==> src/rtl/rns_pkg.sv <==
`default_nettype none
// ============================================================================
//  Module   : rns_pkg
//  Purpose  : Shared constants and types for the RNS multiply-accumulate block
//  Revision : 1.0  initial release
// ============================================================================
package rns_pkg;

  // Number of residue channels and bits per packed residue
  localparam int RNS_CH = 4;
  localparam int RES_W  = 8;

  // Default moduli, pairwise coprime, one per channel
  localparam int DEF_B0 = 251;
  localparam int DEF_B1 = 241;
  localparam int DEF_B2 = 239;
  localparam int DEF_B3 = 233;

  // Packet-level controller states
  typedef enum logic [1:0] {
    ST_IDLE  = 2'd0,
    ST_ACCUM = 2'd1,
    ST_DRAIN = 2'd2,
    ST_HOLD  = 2'd3
  } state_t;

endpackage
`default_nettype wire

==> src/rtl/rns_mac_channel.sv <==
`default_nettype none
// ============================================================================
//  Module   : rns_mac_channel
//  Purpose  : One residue lane: multiply, reduce mod MOD, accumulate mod MOD
//  Revision : 1.0  initial release
// ============================================================================
module rns_mac_channel
  import rns_pkg::*;
#(
  parameter int MOD = DEF_B0
) (
  input  logic             clk,
  input  logic             rst_n,
  input  logic             accept,
  input  logic [RES_W-1:0] a,
  input  logic [RES_W-1:0] b,
  input  logic             clear,
  output logic [RES_W-1:0] acc
);

  localparam logic [2*RES_W-1:0] MOD_P = (2*RES_W)'(MOD);
  localparam logic [RES_W:0]     MOD_S = (RES_W+1)'(MOD);

  logic                 s1_valid;
  logic [2*RES_W-1:0]   s1_prod;
  logic                 s2_valid;
  logic [RES_W-1:0]     s2_res;
  logic [RES_W:0]       sum;
  logic [RES_W-1:0]     sum_mod;

  // Conditional subtract keeps the accumulator canonical; both addends are
  // already < MOD so a single correction is always enough
  always_comb begin
    sum     = {1'b0, acc} + {1'b0, s2_res};
    sum_mod = (sum >= MOD_S) ? RES_W'(sum - MOD_S) : sum[RES_W-1:0];
  end

  // Three-stage pipeline: raw product, reduced residue, running sum.
  // Reduction of the full 16-bit product absorbs non-canonical inputs.
  always_ff @(posedge clk or negedge rst_n) begin
    if (!rst_n) begin
      s1_valid <= 1'b0;
      s1_prod  <= '0;
      s2_valid <= 1'b0;
      s2_res   <= '0;
      acc      <= '0;
    end else begin
      s1_valid <= accept;
      if (accept) begin
        s1_prod <= {{RES_W{1'b0}}, a} * {{RES_W{1'b0}}, b};
      end
      s2_valid <= s1_valid;
      if (s1_valid) begin
        s2_res <= RES_W'(s1_prod % MOD_P);
      end
      if (clear) begin
        acc <= '0;
      end else if (s2_valid) begin
        acc <= sum_mod;
      end
    end
  end

endmodule
`default_nettype wire

==> src/rtl/rns_mac.sv <==
`default_nettype none
// ============================================================================
//  Module   : rns_mac
//  Purpose  : Packetised RNS dot-product engine, four independent residue
//             lanes with a valid/ready stream in and a held result out
//  Revision : 1.0  initial release
// ============================================================================
module rns_mac
  import rns_pkg::*;
#(
  parameter int b0 = DEF_B0,
  parameter int b1 = DEF_B1,
  parameter int b2 = DEF_B2,
  parameter int b3 = DEF_B3
) (
  input  logic                    clk,
  input  logic                    rst_n,
  input  logic                    in_valid,
  output logic                    in_ready,
  input  logic [RNS_CH*RES_W-1:0] in_a,
  input  logic [RNS_CH*RES_W-1:0] in_b,
  input  logic                    in_last,
  output logic                    out_valid,
  input  logic                    out_ready,
  output logic [RNS_CH*RES_W-1:0] out_rns,
  output logic [15:0]             out_terms
);

  localparam int MODS [RNS_CH] = '{b0, b1, b2, b3};

  state_t                  state;
  state_t                  state_next;
  logic                    drain_cnt;
  logic [15:0]             terms;
  logic [RNS_CH*RES_W-1:0] acc_bus;
  logic                    accept;
  logic                    clear;

  assign accept = in_valid && in_ready;
  assign clear  = out_valid && out_ready;

  // State register
  always_ff @(posedge clk or negedge rst_n) begin
    if (!rst_n) begin
      state <= ST_IDLE;
    end else begin
      state <= state_next;
    end
  end

  // Next-state logic; DRAIN lasts two cycles so the last product reaches the
  // accumulator before the result is presented
  always_comb begin
    state_next = state;
    case (state)
      ST_IDLE:  if (accept) state_next = in_last ? ST_DRAIN : ST_ACCUM;
      ST_ACCUM: if (accept && in_last) state_next = ST_DRAIN;
      ST_DRAIN: if (drain_cnt) state_next = ST_HOLD;
      ST_HOLD:  if (out_ready) state_next = ST_IDLE;
      default:  state_next = ST_IDLE;
    endcase
  end

  // State-decoded handshake outputs; ready is also held low during reset
  always_comb begin
    in_ready  = 1'b0;
    out_valid = 1'b0;
    case (state)
      ST_IDLE, ST_ACCUM: in_ready  = rst_n;
      ST_HOLD:           out_valid = 1'b1;
      default: ;
    endcase
  end

  // Counts the cycles spent in DRAIN
  always_ff @(posedge clk or negedge rst_n) begin
    if (!rst_n) begin
      drain_cnt <= 1'b0;
    end else begin
      drain_cnt <= (state == ST_DRAIN) ? ~drain_cnt : 1'b0;
    end
  end

  // Saturating term counter, cleared when the result is taken
  always_ff @(posedge clk or negedge rst_n) begin
    if (!rst_n) begin
      terms <= '0;
    end else if (clear) begin
      terms <= '0;
    end else if (accept && (terms != 16'hFFFF)) begin
      terms <= terms + 16'd1;
    end
  end

  for (genvar i = 0; i < RNS_CH; i++) begin : g_ch
    rns_mac_channel #(
      .MOD (MODS[i])
    ) u_channel (
      .clk    (clk),
      .rst_n  (rst_n),
      .accept (accept),
      .a      (in_a[i*RES_W +: RES_W]),
      .b      (in_b[i*RES_W +: RES_W]),
      .clear  (clear),
      .acc    (acc_bus[i*RES_W +: RES_W])
    );
  end

  assign out_rns   = out_valid ? acc_bus : '0;
  assign out_terms = out_valid ? terms   : '0;

endmodule
`default_nettype wire

==> config.mk <==
export PLATFORM = sky130hd
export DESIGN_NAME = rns_mac
export DESIGN_NICKNAME = d
export VERILOG_FILES = /design/src/rtl/rns_pkg.sv /design/src/rtl/rns_mac_channel.sv /design/src/rtl/rns_mac.sv
export SDC_FILE = /design/constraint.sdc
export NUM_CORES = 1
export LEC_CHECK = 0
export ABC_AREA = 1
export CAP_MARGIN = 20
export CORE_AREA = 8 8 224 226
export CTS_BUF_LIST = sky130_fd_sc_hd__clkbuf_8 sky130_fd_sc_hd__clkbuf_16
export CTS_CLUSTER_SIZE = 12
export DETAILED_ROUTE_END_ITERATION = 8
export DIE_AREA = 0 0 232 234
export PLACE_DENSITY = 0.73
export REMOVE_ABC_BUFFERS = 1
export SLEW_MARGIN = 30
export SYNTH_ARGS = -nofsm -noshare
export SYNTH_HDL_FRONTEND = slang
export SYNTH_SLANG_ARGS = --single-unit
==> constraint.sdc <==
create_clock -name clk -period 15.3 [get_ports clk]
set_input_delay 1.53 -clock clk [delete_from_list [all_inputs] [get_ports clk]]
set_output_delay 1.53 -clock clk [all_outputs]
set_load 0.05 [all_outputs]
==> results of run 1 <==
worst max-delay path by stage:
stage	start	to	slack (ns)	depth (start not counted)
2_1_floorplan	g_ch[2].u_channel.s1_prod[9]$_DFFE_PN0P_	g_ch[2].u_channel.s2_res[0]$_DFFE_PN0P_	9.10	61
3_3_place_gp	g_ch[1].u_channel.s1_prod[9]$_DFFE_PN0P_	g_ch[1].u_channel.s2_res[7]$_DFFE_PN0P_	8.35	54
3_5_place_dp	g_ch[1].u_channel.s1_prod[9]$_DFFE_PN0P_	g_ch[1].u_channel.s2_res[5]$_DFFE_PN0P_	8.26	54
4_1_cts	g_ch[1].u_channel.s1_prod[9]$_DFFE_PN0P_	g_ch[1].u_channel.s2_res[5]$_DFFE_PN0P_	8.21	54
5_1_grt	g_ch[0].u_channel.s1_prod[14]$_DFFE_PN0P_	g_ch[0].u_channel.s2_res[7]$_DFFE_PN0P_	7.22	58
6_report	g_ch[0].u_channel.s1_prod[14]$_DFFE_PN0P_	g_ch[0].u_channel.s2_res[7]$_DFFE_PN0P_	8.24	57
cell usage after synthesis, types with 25 or more instances:
cell	number
a21oi_1	95
clkbuf_1	86
dfrtp_1	149
fa_1	148
ha_1	199
inv_1	746
inv_2	33
nand2_1	1143
nand2_2	117
nand2_4	29
nand3_1	300
nand3_2	32
nand4_1	41
nor2_1	266
nor2_2	36
nor3_1	26
o21ai_0	166
o21ai_1	25
xor2_1	101
stage by stage:
| stage | worst slack (ns) | cell area [sq um] | hold slack (ns) | util |
|---|---|---|---|---|
| after CTS | 8.21 | 27400 | 0.433 | 0.586 |
| after global routing | 7.22 | 27400 | 0.455 | 0.586 |
| final | 8.24 | 27400 | 0.432 | 0.586 |
| after detailed placement | 8.26 | 26800 | 0.423 | 0.573 |
| after global placement | 8.35 | 26800 | 0.410 | 0.573 |
| after floorplan | 9.10 | 24800 | 0.402 | - |
cell type report:
type	count	area (sq um)
clock buffers	18	439
flip-flops and latches	149	3730
fillers	4625	19400
multi-input cells	2902	18200
clock inverters	14	154
inverters	783	2940
well taps	615	769
repair buffers	125	1240
state kept, by name, summed over array words and instances (netlist names):
name	cells
g_ch.u_channel.s1_prod	64
g_ch.u_channel.s1_valid	1
drain_cnt	1
state	2
g_ch.u_channel.s2_valid	1
g_ch.u_channel.acc	32
g_ch.u_channel.s2_res	32
terms	16
placed cells by master (no fill, tap or decap), types with 41 or more instances in the layout:
cell type	count
a21oi_1	95
clkdlybuf4s50_1	117
dfrtp_1	149
fa_1	148
ha_1	198
inv_1	744
nand2_1	1142
nand2_2	117
nand3_1	300
nand4_1	41
nor2_1	266
o21ai_0	166
xor2_1	101
per-layer routing:
metal	vias up	global-route usage	share of wire
li1	12300	-	-
met4	0	0.0390	0.012
met3	47	0.0206	0.034
met5	-	0	0
met2	341	0.355	0.47
met1	10400	0.266	0.48
kinds of logic after synthesis:
kind of cell	share of synthesized area
buffers and inverters	0.136
DFF	0.147
xor gates and xnor gates	0.0427
adders and majority gates	0.215
and+or+nand+nor	0.368
AOI/OAI and AO/OA	0.0908
worst reg2reg max path: cells and delay by family (launching register included):
kind	cells	cell delay (ns)
adder cells (fa/ha/maj)	2	0.35
XOR/XNOR	1	0.20
buffers and inverters	6	0.41
AO/OA/AOI/OAI	3	0.55
flip-flops	1	0.37
AND/OR/NAND/NOR	45	5.10
==> impl_metrics.toml, run 1 <==
[sta]
drv_slew = 0
rsz0062_at_grt = "false"
finClkSkew_ns = 0.0115
hold_viol = 0
setup_violations = 0
max_slew_margin = 0.410
min_period_ns = 7.06
tightest_slew_ns = 0.885
finalCritPeriodShare = 0.462
finalSetupTns_ns = 0
max_freq_mhz = 142

[synth]
yosys_warnings = 0
synth_edf_count = 0
synth_top_area_cell = "nand2_1"
avgSynthCellArea_sq_um = 6.43
synthCells = 3942
synth_top_area_share = 0.169
ys_ff_latch = 149
yosysSeqAreaShare = 0.147
synthDistinctLibCells = 63
synth_area_leaders = "nand2_1 (17%), dfrtp_1 (15%), fa_1 (12%), inv_1 (11%), ha_1 (9.8%)"
async_reset_ff_frac = 1.00
syn-cell-area_sq_mm = 0.0253
synthFlopType = "dfrtp_1"

[finish]
area_growth_pct = 8.32
final_cell_count_no_fill = 4606
antenna_cells = 0
fin_nets = 4394
drive_above_1_share = 0.0887

[placement]
place_congestion = 0.901
detailed_place_hpwl_mm = 42.7
portBuffers = 118
placed_cells = 4574

[cts]
cts_hold_buf = 0
cts_inserted_buffers = 17
clk_pin_slew_ns = 0.07
cts.sinks = 149
cts_max_level = 4
ctsResizeCount = 0
clk_latency_ns = 0.45
cts_tree = "yes"
clock_path_buffers = 2
root_buffer = "clkbuf_16"
post-cts-setup-buffer-count = 0

[critical_path]
worstReg2RegStart = "g_ch[0].u_channel.s1_prod[14]$_DFFE_PN0P_"
r2r-end = "g_ch[0].u_channel.s2_res[7]$_DFFE_PN0P_"
critPathBufInv = 6
crit_type = "flip-flop to flip-flop"
critPathTopFamily = "simple AND/OR/NAND/NOR gates"
r2r_slack_ns = 8.24
crit_path_max_incr_delay_ns = 0.37
worstPathMaxFanout = 10
critPathRequiredTime_ns = 15.64
path_common_cell = "nand2_1"
cp-start-kind = "flip-flop"
slowest_stage = "dfrtp_1"
end_kind = "flip-flop"
arrival_ns = 7.40
reg2reg_depth = 57

[die]
coreArea_sq_mm = 0.0468
fp.dieH_microns = 234
dieArea_sq_mm = 0.0543
num_io_pins = 119
die_x_microns = 232
start_util = 0.541
num_rows = 80

[routing]
antenna_left = 0
avgRoutedWirePerCell_microns = 11.5
dr.pass1.iters = 6
drc = 0
wl_mm = 53.0
drtIter0Drc = 1061
avgViaCountPerCell = 5.01
vias = 23100

[global_route]
grt_use_total = 0.201
grt_pass1_wl_mm = 95.8
grt_pass1_vias = 22100
grt_max_degree = 83
antenna_found_initial = 0
grt_remaining_overflow = 0

[hold_path]
whs_path_depth = 1
hold_class = "flip-flop to flip-flop"
hold_end = "drain_cnt$_DFF_PN0_"
holdCritStartpoint = "drain_cnt$_DFF_PN0_"

[job]
drv_cap = 0

[outcome]
status = "finished clean"
Power of run 1 is left out: the tool's default activity adds up to more than one toggle a clock period on the data nets, which glitch-free logic cannot reach.
==> run 2, diff against run 1 <==
- PLACE_DENSITY: 0.73 -> 0.76
- clock period: 15.3 -> 6.1 ns (I/O delays scaled with it)
==> run 2 against run 1 <==
Compared with the run above: the run now ends with negative setup slack left; utilization rose by 13 points; register-to-register slack got worse by 8.7 ns; sequential share of layout area down 2.5 points; fmax increased by 8.1%; first-iteration DRC count is 40% higher; non-clock buffer count is 476 higher; final area grew 22%; worst hold slack worse by 0.36 ns; clock skew grew 0.0054 ns; via count rose by 14%; count of clock-buffer cells in the layout down 1; critical endpoint is now g_ch[1].u_channel.s2_res[3]$_DFFE_PN0P_; largest cell class unchanged.
==> impl_metrics.toml, run 2 (synthesis results as in run 1) <==
[outcome]
status = "complete, but fails checks"
violations = "negative setup slack"

[die]
num_io_pins = 119
dieArea_sq_mm = 0.0543
die_x_microns = 232
start_util = 0.541
coreArea_sq_mm = 0.0468
num_rows = 80
fp.dieH_microns = 234

[finish]
largest_reg_flops = 64
fill_cells = 3531
antenna_cells = 0
final_cell_mix = "nand2_1 (950), inv_1 (701), buf_4 (446), nand2_2 (231), nand3_1 (231)"
seq_area_sq_mm = 0.00373
drive_above_1_share = 0.275
area_growth_pct = 32.4
regMostFlops = "g_ch.u_channel.s1_prod"
reg_top3 = "g_ch.u_channel.s1_prod: 64 flops, g_ch.u_channel.acc: 32 flops, g_ch.u_channel.s2_res: 32 flops"
fin_nets = 4876
multiInputGateArea_sq_mm = 0.0205
final_common_cell = "nand2_1"

[placement]
portBuffers = 118
place_congestion = 0.920
place_ws_ns = -0.476
detailed_place_hpwl_mm = 46.3

[sta]
hold_viol = 0
setup_violations = 32
min_period_ns = 6.54
max_slew_margin = 0.385
drv_slew = 0
max_freq_mhz = 153
rsz0062_at_grt = "true"
worst_slack_ns = -0.438
finalCritPeriodShare = 1.07
holdWs_ns = 0.0751
finClkSkew_ns = 0.0169
tightest_slew_ns = 0.923

[job]
drv_cap = 0

[cts]
clk_latency_ns = 0.47
root_buffer = "clkbuf_16"
cts_tree = "yes"
cts_inserted_buffers = 17
cts.sinks = 149
clk_pin_slew_ns = 0.08
clock_path_buffers = 2
cts_max_level = 4

[routing]
vias = 26300
drtIter0Drc = 1482
drc = 0
avgViaCountPerCell = 5.17
dr.pass1.iters = 6
avgRoutedWirePerCell_microns = 13.2
antenna_left = 0
wl_mm = 67.0

[global_route]
grt_pass1_vias = 24400
grt_use_total = 0.220
grt_pass1_wl_mm = 105
antenna_found_initial = 0
grt_remaining_overflow = 0
grt_max_degree = 83

[critical_path]
crit_type = "flip-flop to flip-flop"
worstPathMaxFanout = 7
path_common_cell = "nand2_4"
arrival_ns = 6.90
end_kind = "flip-flop"
crit_path_max_incr_delay_ns = 0.38
slowest_stage = "dfrtp_1"
critPathRequiredTime_ns = 6.46
cp-start-kind = "flip-flop"

[hold_path]
hold_class = "input pin to asynchronous set/reset pin"
## run 2: cell count changes in the layout (fill, tap and decap cells not counted), moves of 43 or more
cell,delta
nand2_1,-192
nand2_2,+114
buf_4,+440
nand2_4,+71
nand3_1,-69
inv_1,-43
nor2_1,-51
## run 2: stage by stage
stage          TNS, ns  instance area [sq um]  instances   util
2_1_floorplan    -1.03                  24800       3834      -
3_3_place_gp     -2.46                  29600       4943  0.632
3_5_place_dp     -7.11                  29600       4943  0.632
4_1_cts        -0.0922                  31200       5021  0.667
5_1_grt         -22.42                  33500       5088  0.716
6_report         -7.78                  33500       5088  0.716
## run 2: metal layers
layer,global-route usage,routed length [microns],share of wire
met1,0.275,28300,0.42
met2,0.401,34400,0.51
met3,0.0292,2850,0.042
met4,0.0476,1520,0.023
met5,0,0,0
## run 2: cell type report
class	count	share of cell area
multi-input cells	2908	0.611
well taps	615	0.0229
repair buffers	601	0.148
clock inverters	15	0.00556
flip-flops and latches	149	0.111
inverters	783	0.0889
clock buffers	17	0.0127
## run 2: worst max-delay path, delay by kind of cell, from the launching register on
kind	cells	cell delay, ns
buffers and inverters	8	0.93
DFF	1	0.38
and+or+nand+nor	46	4.92
AOI/OAI and AO/OA	1	0.18
## run 2: path summary, 6_finish.rpt
path / slack (ns) / cells past startpoint / start / endpoint
max in group asynchronous: 4.38 / 3 / rst_n / g_ch[0].u_channel.s1_prod[13]$_DFFE_PN0P_
worst max-delay path: -0.44 / 55 / g_ch[1].u_channel.s1_prod[10]$_DFFE_PN0P_ / g_ch[1].u_channel.s2_res[3]$_DFFE_PN0P_
worst min register to register: 0.43 / 1 / drain_cnt$_DFF_PN0_ / drain_cnt$_DFF_PN0_
worst max register to register: -0.44 / 55 / g_ch[1].u_channel.s1_prod[10]$_DFFE_PN0P_ / g_ch[1].u_channel.s2_res[3]$_DFFE_PN0P_
worst min-delay path: 0.08 / 1 / rst_n / g_ch[2].u_channel.s1_prod[10]$_DFFE_PN0P_
min in group clk: 0.43 / 1 / drain_cnt$_DFF_PN0_ / drain_cnt$_DFF_PN0_
## run 2: timing repair
action	in CTS	in global routing
cloned	2	5
buffers inserted	44	62
setup endpoints to repair	32	32
resized for setup	180	477
pin swaps	103	289
hold buffers	0	0
Power of run 2 is left out for the same reason.
==> run 3, diff against run 2 <==
- CORE_AREA: 8 8 224 226 -> 8 8 185 274
- DIE_AREA: 0 0 232 234 -> 0 0 193 282
==> run 3 against run 2 <==
Compared with the run above: the run still ends with negative setup slack left; largest cell class unchanged; highest routed layer unchanged; critical path depth fell by 3; critical path type unchanged; first-iteration DRC count down 2.1%; critical endpoint is now g_ch[2].u_channel.s2_res[0]$_DFFE_PN0P_; clock skew decreased by 0.0051 ns; register-to-register slack lost 0.22 ns; die area rose by 0.25%; fmax fell by 3.3%.
==> impl_metrics.toml, run 3 (synthesis results as in run 1) <==
[outcome]
status = "complete, but fails checks"
violations = "negative setup slack"

[routing]
antenna_left = 0
drc = 0
drtIter0Drc = 1451
dr.pass1.iters = 7
avgViaCountPerCell = 5.34
avgRoutedWirePerCell_microns = 13.9
vias = 27400
wl_mm = 71.3

[sta]
min_period_ns = 6.76
hold_viol = 0
setup_violations = 25
max_freq_mhz = 148
holdWs_ns = 0.0594
worst_slack_ns = -0.659
rsz0062_at_grt = "true"
max_slew_margin = 0.402
finClkSkew_ns = 0.0119
tightest_slew_ns = 0.898
drv_slew = 0
finalCritPeriodShare = 1.11

[cts]
cts_max_level = 4
clk_latency_ns = 0.47
cts.sinks = 149
cts_hold_buf = 0
cts_tree = "yes"
cts_inserted_buffers = 17
clk_pin_slew_ns = 0.08
clock_path_buffers = 2
root_buffer = "clkbuf_16"

[global_route]
antenna_found_initial = 0
grt_use_total = 0.227
grt_use_met2 = 0.461
grt_remaining_overflow = 0
grt_max_degree = 82
met1_usage = 0.230
grt_pass1_wl_mm = 106
use_met3 = 0.0240
grt_pass1_vias = 25600
busiest_layer = "met2"

[critical_path]
crit_type = "flip-flop to flip-flop"
end_kind = "flip-flop"
arrival_ns = 7.08
path_common_cell = "nand2_2"
worstPathMaxFanout = 7
crit_path_max_incr_delay_ns = 0.40
critPathRequiredTime_ns = 6.42
cp-start-kind = "flip-flop"
slowest_stage = "dfrtp_1"

[die]
coreArea_sq_mm = 0.0466
fp.dieH_microns = 282
num_io_pins = 119
num_rows = 97
dieArea_sq_mm = 0.0544
start_util = 0.544
die_x_microns = 193

[finish]
drive_above_1_share = 0.291
final_common_cell = "nand2_1"
largest_reg_flops = 64
reg_top3 = "g_ch.u_channel.s1_prod: 64 flops, g_ch.u_channel.acc: 32 flops, g_ch.u_channel.s2_res: 32 flops"
antenna_cells = 0
regMostFlops = "g_ch.u_channel.s1_prod"
fin_nets = 4933
postLayoutCellArea_sq_mm = 0.0341
final_cell_mix = "nand2_1 (949), inv_1 (704), buf_4 (499), nand2_2 (233), nand3_1 (225)"
area_growth_pct = 34.5

[job]
drv_cap = 0

[placement]
place_congestion = 0.917
detailed_place_hpwl_mm = 48.1
portBuffers = 118
place_ws_ns = -0.472
placed_area_sq_mm = 0.0297

[hold_path]
hold_class = "input pin to asynchronous set/reset pin"
## run 3: cell count changes in the layout (fill, tap and decap cells not counted), moves of 3 or more
cell | before | now
nand3_1 | 231 | 225
nand3_2 | 71 | 80
buf_4 | 446 | 499
clkinvlp_4 | 3 | 0
a21oi_2 | 8 | 13
nor2_2 | 45 | 55
inv_1 | 701 | 704
nor2_4 | 58 | 61
a21oi_1 | 86 | 81
nor2_1 | 215 | 202
nand3_4 | 34 | 31
## run 3: worst paths after layout
path | startpoint | endpoint | slack, ns | depth (start not counted)
min in group clk | drain_cnt$_DFF_PN0_ | drain_cnt$_DFF_PN0_ | 0.42 | 1
hold / removal | rst_n | g_ch[3].u_channel.s1_prod[15]$_DFFE_PN0P_ | 0.06 | 1
setup / recovery | g_ch[2].u_channel.s1_prod[9]$_DFFE_PN0P_ | g_ch[2].u_channel.s2_res[0]$_DFFE_PN0P_ | -0.66 | 52
hold reg to reg | drain_cnt$_DFF_PN0_ | drain_cnt$_DFF_PN0_ | 0.42 | 1
setup reg to reg | g_ch[2].u_channel.s1_prod[9]$_DFFE_PN0P_ | g_ch[2].u_channel.s2_res[0]$_DFFE_PN0P_ | -0.66 | 52
max in group asynchronous | rst_n | g_ch[3].u_channel.s1_valid$_DFF_PN0_ | 4.91 | 2
## run 3: worst max-delay path: cells and delay by family (launching register included)
kind                     cells  cell delay, ns
buffers and inverters        9            1.04
XOR/XNOR                     2            0.30
AND/OR/NAND/NOR             34            3.76
flip-flops                   1            0.40
AO/OA/AOI/OAI                6            0.88
adder cells (fa/ha/maj)      1            0.20
## run 3: what timing repair did
action / in CTS / in global routing
cloned: 3 / 4
buffers inserted: 61 / 86
setup endpoints to repair: 32 / 32
resized for setup: 173 / 511
pin swaps: 124 / 280
## run 3: final cells by class
class | instances | area (sq um)
repair buffers | 657 | 5400
well taps | 594 | 743
clock inverters | 15 | 183
clock buffers | 17 | 425
inverters | 783 | 2970
fillers | 3397 | 12500
multi-input cells | 2909 | 20600
flip-flops and latches | 149 | 3730
## run 3: metal layers
metal / wire length, microns / part of all wire
met1: 25900 / 0.36
met2: 39500 / 0.55
met3: 2520 / 0.035
met4: 3300 / 0.046
met5: 0 / 0
## run 3: through the flow
step                      utilization  TNS (ns)  instances
after CTS                       0.674     -1.37       5035
after detailed placement        0.638     -9.12       4940
final                           0.731     -9.20       5124
after global placement          0.638     -5.69       4940
after global routing            0.731    -23.14       5124
after floorplan                     -     -1.03       3834
Power of run 3 is left out for the same reason.
